<file path="config.mk">
export PLATFORM = sky130hd
export DESIGN_NAME = fifo_rd_stream_flat
export DESIGN_NICKNAME = d
export VERILOG_FILES = /design/src/rtl/fifo_rd_stream_pkg.sv /design/src/rtl/fifo_rd_stream_if.sv /design/src/rtl/fifo_rd_stream.sv /design/src/flat_wrapper.sv
export SDC_FILE = /design/constraint.sdc
export NUM_CORES = 1
export LEC_CHECK = 0
export CORE_UTILIZATION = 30
export DETAILED_ROUTE_END_ITERATION = 8
export SLEW_MARGIN = 10
export SYNTH_ARGS = -nofsm -noshare
export SYNTH_HDL_FRONTEND = slang
export SYNTH_SLANG_ARGS = --single-unit
</file>
<file path="constraint.sdc">
create_clock -name rd_clk_i -period 3.6 [get_ports rd_clk_i]
set_clock_uncertainty 0.15 [all_clocks]
set_input_delay 0.72 -clock rd_clk_i [delete_from_list [all_inputs] [get_ports rd_clk_i]]
set_output_delay 0.72 -clock rd_clk_i [all_outputs]
set_load 0.03 [all_outputs]
</file>
<file path="src/rtl/fifo_rd_stream_pkg.sv">
// Shared constants for the async-FIFO read-side stream adapter.
package fifo_rd_stream_pkg;

    localparam int unsigned DATA_WIDTH_DEF = 8;
    localparam int unsigned CNT_W          = 2;
    localparam int unsigned OCC_W          = 3;
    localparam logic [CNT_W-1:0] CNT_MAX   = CNT_W'(2);

endpackage : fifo_rd_stream_pkg

</file>
<file path="src/rtl/fifo_rd_stream_if.sv">
// FIFO pop side plus valid/ready stream side of the read output stage.
interface fifo_rd_stream_if
    import fifo_rd_stream_pkg::*;
#(
    parameter int unsigned DATA_WIDTH = DATA_WIDTH_DEF
);

    logic                  fifo_empty_i;
    logic [DATA_WIDTH-1:0] fifo_rd_data_i;
    logic                  fifo_rd_en_o;
    logic [DATA_WIDTH-1:0] m_tdata_o;
    logic                  m_tvalid_o;
    logic                  m_tready_i;
    logic [CNT_W-1:0]      count_o;

    // Adapter view.
    modport master (
        input  fifo_empty_i,
        input  fifo_rd_data_i,
        input  m_tready_i,
        output fifo_rd_en_o,
        output m_tdata_o,
        output m_tvalid_o,
        output count_o
    );

    // FIFO core plus stream consumer view.
    modport slave (
        output fifo_empty_i,
        output fifo_rd_data_i,
        output m_tready_i,
        input  fifo_rd_en_o,
        input  m_tdata_o,
        input  m_tvalid_o,
        input  count_o
    );

endinterface : fifo_rd_stream_if

</file>
<file path="src/rtl/fifo_rd_stream.sv">
// Read-side output stage: converts the FIFO pop interface (1-cycle RAM latency)
// into a registered valid/ready stream through a 2-entry skid buffer.
module fifo_rd_stream
    import fifo_rd_stream_pkg::*;
#(
    parameter int unsigned DATA_WIDTH = DATA_WIDTH_DEF
) (
    input  logic              rd_clk_i,
    input  logic              rd_rstn_i,
    fifo_rd_stream_if.master  bus
);

    logic [DATA_WIDTH-1:0] head_q, head_d;
    logic [DATA_WIDTH-1:0] tail_q, tail_d;
    logic [CNT_W-1:0]      count_q, count_d;
    logic                  valid_q, valid_d;
    logic                  pend_q, pend_d;

    logic                  pop_c;
    logic                  push_c;
    logic                  rd_en_c;
    logic [OCC_W-1:0]      occ_after_c;

    // Pop request: only if the word cannot overflow the buffer after this cycle's pop.
    always_comb begin
        pop_c       = valid_q & bus.m_tready_i;
        push_c      = pend_q;
        occ_after_c = OCC_W'(count_q) + OCC_W'(pend_q) - OCC_W'(pop_c);
        rd_en_c     = rd_rstn_i & ~bus.fifo_empty_i & (occ_after_c < OCC_W'(CNT_MAX));
    end

    // Skid-buffer occupancy update.
    always_comb begin
        head_d  = head_q;
        tail_d  = tail_q;
        count_d = count_q;
        pend_d  = rd_en_c;
        unique case (count_q)
            CNT_W'(0): begin
                if (push_c) begin
                    head_d  = bus.fifo_rd_data_i;
                    count_d = CNT_W'(1);
                end
            end
            CNT_W'(1): begin
                if (push_c && !pop_c) begin
                    tail_d  = bus.fifo_rd_data_i;
                    count_d = CNT_W'(2);
                end else if (push_c && pop_c) begin
                    head_d  = bus.fifo_rd_data_i;
                end else if (pop_c) begin
                    count_d = CNT_W'(0);
                end
            end
            CNT_W'(2): begin
                if (pop_c) begin
                    head_d  = tail_q;
                    count_d = CNT_W'(1);
                end
            end
            default: begin
                count_d = CNT_W'(0);
            end
        endcase
        valid_d = (count_d != CNT_W'(0));
    end

    always_ff @(posedge rd_clk_i) begin
        if (!rd_rstn_i) begin
            head_q  <= '0;
            tail_q  <= '0;
            count_q <= '0;
            valid_q <= 1'b0;
            pend_q  <= 1'b0;
        end else begin
            head_q  <= head_d;
            tail_q  <= tail_d;
            count_q <= count_d;
            valid_q <= valid_d;
            pend_q  <= pend_d;
        end
    end

    assign bus.fifo_rd_en_o = rd_en_c;
    assign bus.m_tdata_o    = head_q;
    assign bus.m_tvalid_o   = valid_q;
    assign bus.count_o      = count_q;

endmodule : fifo_rd_stream
</file>
<file path="src/flat_wrapper.sv">
// flat-port wrapper written by rule: the top's interface ports become plain ports
module fifo_rd_stream_flat import fifo_rd_stream_pkg::*;
#(
    parameter int unsigned DATA_WIDTH = DATA_WIDTH_DEF
)
  (rd_clk_i, rd_rstn_i, bus_fifo_empty_i, bus_fifo_rd_data_i, bus_m_tready_i, bus_fifo_rd_en_o, bus_m_tdata_o, bus_m_tvalid_o, bus_count_o);
  fifo_rd_stream_if #(.DATA_WIDTH(DATA_WIDTH)) bus_i ();
  input  logic rd_clk_i;
  input  logic rd_rstn_i;
  input wire logic [$bits(bus_i.fifo_empty_i)-1:0] bus_fifo_empty_i;
  input wire logic [$bits(bus_i.fifo_rd_data_i)-1:0] bus_fifo_rd_data_i;
  input wire logic [$bits(bus_i.m_tready_i)-1:0] bus_m_tready_i;
  output wire logic [$bits(bus_i.fifo_rd_en_o)-1:0] bus_fifo_rd_en_o;
  output wire logic [$bits(bus_i.m_tdata_o)-1:0] bus_m_tdata_o;
  output wire logic [$bits(bus_i.m_tvalid_o)-1:0] bus_m_tvalid_o;
  output wire logic [$bits(bus_i.count_o)-1:0] bus_count_o;
  assign bus_i.fifo_empty_i = bus_fifo_empty_i;
  assign bus_i.fifo_rd_data_i = bus_fifo_rd_data_i;
  assign bus_i.m_tready_i = bus_m_tready_i;
  assign bus_fifo_rd_en_o = bus_i.fifo_rd_en_o;
  assign bus_m_tdata_o = bus_i.m_tdata_o;
  assign bus_m_tvalid_o = bus_i.m_tvalid_o;
  assign bus_count_o = bus_i.count_o;
  fifo_rd_stream #(.DATA_WIDTH(DATA_WIDTH)) u_core (.rd_clk_i(rd_clk_i), .rd_rstn_i(rd_rstn_i), .bus(bus_i));
endmodule
</file>
# Word level (Yosys, flattened, before mapping)
# Index checks and enable logic that the tools add are counted.
# totals
ram_bits	0
elab_cells	37
output_inout_bits	12
romBits	0
latch_bits	0
n_memories	0
reg_bits	20
# classes
mul	0
addsub	2
n_reduce_logical	8
muxes	11
n_eq_ne	6
order_cmp	1
shifts	0
bitwise	4
div_mod_pow	0
# op_table
operator	count
8-bit 2-to-1 mux	4
8-bit case mux with 3 select lines	1
2-bit 2-to-1 mux	5
2-bit by 1-bit != test with 1-bit output (second input constant)	3
2-bit case mux with 3 select lines	1
5-bit AND reduction	1
2-bit by 1-bit adder with 3-bit output	1
1-bit AND	3
3-bit by 2-bit < comparator with 1-bit output (second input constant)	1
3-bit nonzero test	1
3-bit by 1-bit subtractor with 3-bit output	1
2-bit by 1-bit equality test with 1-bit output (second input constant)	1
2-bit equality test (second input constant)	1
1-bit logical AND	2
2-bit logical NOT	1
2-bit != test (second input constant)	1
2-bit AND reduction	1
2-bit nonzero test	1
1-bit logical NOT	1
1-bit NOT	1

# Logic depth before layout (Yosys ltp)
# Gate-level depths: netlist of run 1.
# depth
word_depth	6
ltp_mapped	7
mapped_depth_nobuf	6

# Worst setup path before layout of run 1
# OpenSTA, ideal clock, no wires.
# synth_timing
path_kind	input to output
start	input bus_m_tready_i
end	output bus_fifo_rd_en_o
arrival_ns	2.501
path_buffers	0
stages	6
path_slack_ns	0.229
cell_sequence	nand2_1 > ha_1 > nand2_1 > fa_1 > xor2_1 > nor3_1
# synth_between
elab_chain_len	4
# synth_rtl
item	line_no	text
from (decl)	flat_wrapper.sv:12	input wire logic [$bits(bus_i.m_tready_i)-1:0] bus_m_tready_i;
1-bit AND	fifo_rd_stream.sv:26	pop_c = valid_q & bus.m_tready_i;
3-bit by 1-bit subtractor with 3-bit output	fifo_rd_stream.sv:28	occ_after_c = OCC_W'(count_q) + OCC_W'(pend_q) - OCC_W'(pop_c);
3-bit by 2-bit < comparator with 1-bit output	fifo_rd_stream.sv:29	rd_en_c = rd_rstn_i & ~bus.fifo_empty_i & (occ_after_c < OCC_W'(CNT_MAX));
1-bit AND	fifo_rd_stream.sv:29	
to (decl)	flat_wrapper.sv:13	output wire logic [$bits(bus_i.fifo_rd_en_o)-1:0] bus_fifo_rd_en_o;
# Every way passes these cells.

# Worst setup path in the final report of run 1
# Ends and elaborated chain as after synthesis.

==> results of run 1 <==
## placed cells by master (no fill, tap or decap), types with 2 or more instances in the layout
cell type,Yosys,layout
buf_4,1,3
ha_1,2,2
mux2i_1,16,16
nand2_1,4,4
clkbuf_4,0,3
clkdlybuf4s50_1,0,22
a21oi_1,2,2
o31ai_1,8,8
dfxtp_1,20,20
a21oi_2,8,8
and3_1,2,2
nor2b_1,10,10
nor2_1,2,2
nor3_1,2,2
## registers in the layout, indices dropped and copies added (netlist names)
| register | cells |
|---|---|
| u_core.bus.count_o | 2 |
| u_core.bus.m_tdata_o | 8 |
| u_core.bus.m_tvalid_o | 1 |
| u_core.pend_q | 1 |
| u_core.tail_q | 8 |
## final timing paths
kind,cells after the start,to
worst max-delay path,8,bus_fifo_rd_en_o
worst min-delay path,2,u_core.tail_q[6]
worst max register to register,3,u_core.bus.m_tdata_o[4]
worst min register to register,2,u_core.tail_q[6]
## power by group
group	total (mW)	switching (mW)	internal (mW)
Sequential	0.244	0.00986	0.234
Clock	0.182	0.0699	0.112
Combinational	0.109	0.0585	0.0500
## tightest hold or removal path: stages (launching register included)
cell     delay [ns]
dfxtp_1        0.35
mux2i_1        0.07
nor2b_1        0.09
## cells by family after synthesis
logic type / share of synthesized area
muxes: 0.165
adders and majority gates: 0.0463
buffers and inverters: 0.0360
DFF: 0.411
xor gates and xnor gates: 0.00900
and+or+nand+nor: 0.161
AOI/OAI and AO/OA: 0.172
## layout make-up
class / instances / area share
Clock buffer: 3 / 0.0174
Clock inverter: 1 / 0.0232
Multi-Input combinational cell: 68 / 0.416
Sequential cell: 20 / 0.310
Tap cell: 44 / 0.0426
Timing Repair Buffer: 25 / 0.188
Inverter: 1 / 0.00290
## stage by stage
stage / total power, mW / worst slack [ns] / hold slack [ns] / area, µm²
floorplan: 0.316 / 0.229 / 0.335 / 973
global placement: 0.357 / 0.243 / 0.349 / 1240
detailed placement: 0.359 / 0.227 / 0.356 / 1240
CTS: 0.543 / 0.220 / 0.388 / 1290
global route: 0.565 / 0.109 / 0.408 / 1290
finish: 0.535 / 0.224 / 0.382 / 1290
## metal layers
layer / up-vias / wire (µm) / track usage
met5: - / 0 / 0
met4: 0 / 13 / 0.0204
met3: 2 / 71 / 0.0396
met2: 17 / 838 / 0.205
met1: 327 / 886 / 0.147
li1: 381 / - / -
==> reports/qor.yml, run 1 <==
timing:
  setup_viol: 0
  tns_ns: 0
  fin_crit_sh: 0.938
  hold_violations: 0
  max_freq_mhz: 296
  report.final.slew_viol_count: 0
  rsz0062_at_grt: "false"
  relSlewSlack: 0.347
  worst_pin_slew_ns: 0.978
  final.min_clock_period_ns: 3.38
cts:
  cts_resized: 0
  cts_setup_buffers: 0
  cts_root_buf: "clkbuf_4"
  cts_buffers: 3
  h-tree-depth: 1
  clk_latency_ns: 0.30
  cts_tree: "built"
  cts.reportedPaths.clkPinSlew_ns: 0.11
  clk_path_buf_depth: 2
  cts_hold_buf: 0
  clkSinkCount: 20
finish:
  area_growth_pct: 32.8
  instances_no_fill: 162
  fin_nets: 134
  drive_gt1_frac: 0.161
  ff_latch_area_um2: 400
  antennaDiodeCount: 0
  fillers: 292
  post-route-util: 0.420
  multi_input_area_um2: 538
floorplan:
  die_x_um: 59.0
  coreArea_um2: 3080
  dieArea_um2: 3480
  start_util: 0.316
  row_count: 20
  die_height_um: 59.0
  ioPinCount: 24
global_routing:
  antenna_found_initial: 0
  grt_pass1_wl_mm: 3.06
  grt_pass1_vias: 692
  grtUsageTotal: 0.119
  grt_max_degree: 21
  overflow: 0
synthesis:
  synth-seq-cells: 20
  yosysTopAreaCell: "dfxtp_1"
  synth_cells: 94
  postSynthAreaPerCell_um2: 10.4
  synth_cell_types: 28
  ys_top_cells_by_area: "dfxtp_1 41%, mux2i_1 16%, a21oi_2 7.2%, nor2b_1 6.4%, o31ai_1 6.2%"
  synthTopCellsByCount: "20 x dfxtp_1, 16 x mux2i_1, 10 x nor2b_1"
  yosysMostFrequentCell: "dfxtp_1"
  syn_area_um2: 973
  ys_warn_count: 0
  seq_area_frac_synth: 0.411
  syn_nets: 109
  ys.flop_type: "dfxtp_1"
  synth_edf_count: 0
  synthArstFlopShare: 0
  synth_top_area_frac: 0.411
critical_path:
  start_kind: "primary input"
  path_buf_inv: 2
  crit_fanout: 2
  worstPathArrival_ns: 2.51
  r2r-start: "u_core.bus.count_o[1]"
  crit_top_cell: "nand2_1"
  cp-end-kind: "output pin"
  crit_type: "in2out"
  critical_path.cell_chain: "clkdlybuf4s50_1 -> nand2_1 -> ha_1 -> nand2_1 -> fa_1 -> xor2_1 -> nor3_1 -> buf_4"
  r2r_slack_ns: 1.56
  crit_slowest_cell: "clkdlybuf4s50_1"
  cp-startpoint: "bus_m_tready_i"
  cp_data_required_time_ns: 2.73
  crit_family: "buffers and inverters"
  cpPeakStageDelay_ns: 0.48
min_path:
  min_from: "u_core.tail_q[6]"
  min_path_type: "reg2reg"
pwr:
  power.leakage_nw: 0.514
  vdd_drop_max_mv: 0.195
  powerDensity_nw_per_um2: 414
routing:
  post_drt_wl_per_cell_um: 11.2
  routed_via_density: 4.49
  route.detailed.drc: 0
  first_iter_violations: 25
  ant_nets: 0
  first_pass_iters: 4
  routed_wl_mm: 1.81
  vias: 727
placement:
  place_congestion: 0.719
  place_hpwl_mm: 1.32
  io_buffers: 23
  dp.cells: 158
job:
  drv_cap: 0
status:
  outcome: "finished, final reports clean"
No activity file was read; power rests on OpenSTA's default activity.
==> run 2: changes to the inputs <==
--- a/config.mk
+++ b/config.mk
@@ -5,6 +5,7 @@
 export SDC_FILE = /design/constraint.sdc
 export NUM_CORES = 1
 export LEC_CHECK = 0
+export CORE_ASPECT_RATIO = 1.2
 export CORE_UTILIZATION = 30
 export DETAILED_ROUTE_END_ITERATION = 8
 export SLEW_MARGIN = 10
==> run 2 against run 1 <==
Global-route usage is 0.95 points higher; combinational power barely moved; final cell count is 5.6% lower; sequential share of layout area up 0.99 points; wire length up 5.7%; utilization down 1.4 points; non-clock buffer count is the same; first-iteration DRC count fell by 56%; critical endpoint unchanged; highest routed layer unchanged.
==> reports/qor.yml, run 2 (synthesis results as in run 1) <==
status:
  outcome: "finished, final reports clean"
routing:
  routed_wl_mm: 1.91  # +5.7%
  ant_nets: 0  # unchanged
  vias: 762  # +4.8%
  routed_via_density: 4.98  # +11%
  first_pass_iters: 3  # -1
  post_drt_wl_per_cell_um: 12.5  # +12%
  first_iter_violations: 11  # -56%
  route.detailed.drc: 0  # unchanged
finish:
  area_growth_pct: 28.7
  layout_common_cells: "22 x clkdlybuf4s50_1, 20 x dfxtp_1, 16 x mux2i_1"
  antennaDiodeCount: 0  # unchanged
  fin_nets: 134  # unchanged
  drive_gt1_frac: 0.154  # -0.00717
  instances_no_fill: 153  # -5.6%
  final_common_cell: "clkdlybuf4s50_1"
timing:
  report.final.slew_viol_count: 0  # unchanged
  relSlewSlack: 0.317  # -0.0297
  tns_ns: 0  # unchanged
  rsz0062_at_grt: "false"
  hold_violations: 0  # unchanged
  worst_pin_slew_ns: 1.02  # +0.0444 ns
  final.min_clock_period_ns: 3.41  # +0.0354 ns
  fin_crit_sh: 0.948  # +0.00983
  max_freq_mhz: 293  # -1.0%
  whs_ns: 0.379  # -0.00215 ns
  setup_viol: 0  # unchanged
  setup_ws_ns: 0.189  # -0.0354 ns
cts:
  clkSinkCount: 20  # unchanged
  cts_resized: 0  # unchanged
  cts_hold_buf: 0  # unchanged
  cts_setup_buffers: 0  # unchanged
  cts_buffers: 3  # unchanged
  cts_root_buf: "clkbuf_4"
  clk_path_buf_depth: 2  # unchanged
  h-tree-depth: 1  # unchanged
  clk_latency_ns: 0.29  # about the same
  cts_tree: "built"
  cts.reportedPaths.clkPinSlew_ns: 0.11  # about the same
global_routing:
  grt_pass1_wl_mm: 3.26  # +6.5%
  grt_pass1_vias: 747  # +7.9%
  grtUsageTotal: 0.129  # +0.00948
  overflow: 0  # unchanged
  grt_max_degree: 20  # -4.8%
  antenna_found_initial: 0  # unchanged
placement:
  place_congestion: 0.758  # +5.4%
  dp.cells: 150  # -5.1%
  io_buffers: 23  # unchanged
  pre_cts_slack_ns: 0.174  # -0.0532 ns
  place_hpwl_mm: 1.41  # +7.2%
pwr:
  p_total_mw: 0.457  # -15%
  power.leakage_nw: 0.499  # -2.8%
  vdd_drop_max_mv: 0.220  # +13%
  powerDensity_nw_per_um2: 365  # -12%
floorplan:
  dieArea_um2: 3480  # about the same
  die_height_um: 64.4  # +9.2%
  start_util: 0.316  # -0.000513
  row_count: 22  # +10%
  coreArea_um2: 3080  # +0.16%
  ioPinCount: 24  # unchanged
  die_x_um: 54  # -8.4%
critical_path:
  crit_slowest_cell: "clkdlybuf4s50_1"
  critical_path.cell_chain: "clkdlybuf4s50_1 -> nand2_1 -> ha_1 -> nand2_1 -> fa_1 -> xor2_1 -> nor3_1 -> buf_4"
  start_kind: "primary input"
  r2r-start: "u_core.bus.count_o[1]"
  crit_type: "in2out"
  worstPathArrival_ns: 2.54  # +0.03 ns
  cpPeakStageDelay_ns: 0.47  # about the same
  cp_data_required_time_ns: 2.73  # about the same
  r2r_slack_ns: 1.55  # about the same
  regToRegEndpoint: "u_core.bus.m_tdata_o[4]"
  r2r_cells: 3  # unchanged
  cp-end-kind: "output pin"
  crit_top_cell: "nand2_1"
  crit_fanout: 2  # unchanged
job:
  drv_cap: 0  # unchanged
min_path:
  min_path_type: "reg2reg"
  holdPathStages: 2  # unchanged
  min_to: "u_core.tail_q[7]"
  min_from: "u_core.tail_q[7]"
run 2: worst max path at each step:
stage / startpoint / depth (start not counted) / slack [ns] / endpoint
2_1_floorplan: bus_m_tready_i / 6 / 0.23 / bus_fifo_rd_en_o
4_1_cts: bus_m_tready_i / 8 / 0.16 / bus_fifo_rd_en_o
5_1_grt: bus_m_tready_i / 8 / 0.13 / bus_fifo_rd_en_o
6_report: bus_m_tready_i / 8 / 0.19 / bus_fifo_rd_en_o
3_5_place_dp: bus_m_tready_i / 8 / 0.17 / bus_fifo_rd_en_o
3_3_place_gp: bus_m_tready_i / 8 / 0.24 / bus_fifo_rd_en_o
run 2: metal layers:
metal / wire length [µm] / GRT usage / vias up
li1: - / - / 383
met1: 800 / 0.150 / 356
met2: 982 / 0.205 / 17
met3: 81 / 0.0262 / 6
met4: 48 / 0.0833 / 0
met5: 0 / 0 / -
run 2: worst max-delay path, delay by kind of cell:
kind,cells,cell delay [ns]
buffers and inverters,2,0.66
adders and majority gates,2,0.65
xor gates and xnor gates,1,0.17
and+or+nand+nor,3,0.34
run 2: final cells by class:
type / count / area (µm²)
clock buffers: 3 / 22.5
flip-flops and latches: 20 / 400
multi-input cells: 68 / 538
inverters: 1 / 3.75
well taps: 36 / 45.0
repair buffers: 25 / 243
fillers: 322 / 1830
run 2: power breakdown:
group / total, mW / leakage [nW] / internal [mW] / switching [mW]
Sequential: 0.244 / 0.163 / 0.234 / 0.00970
Clock: 0.104 / 0.0138 / 0.0389 / 0.0650
Combinational: 0.109 / 0.323 / 0.0501 / 0.0593
Total: 0.457 / 0.499 / 0.323 / 0.134
run 2: stage by stage:
step,instance area (µm²),util
finish,1250,0.406
global placement,1230,0.399
floorplan,973,-
detailed placement,1230,0.399
CTS,1250,0.406
global route,1250,0.406
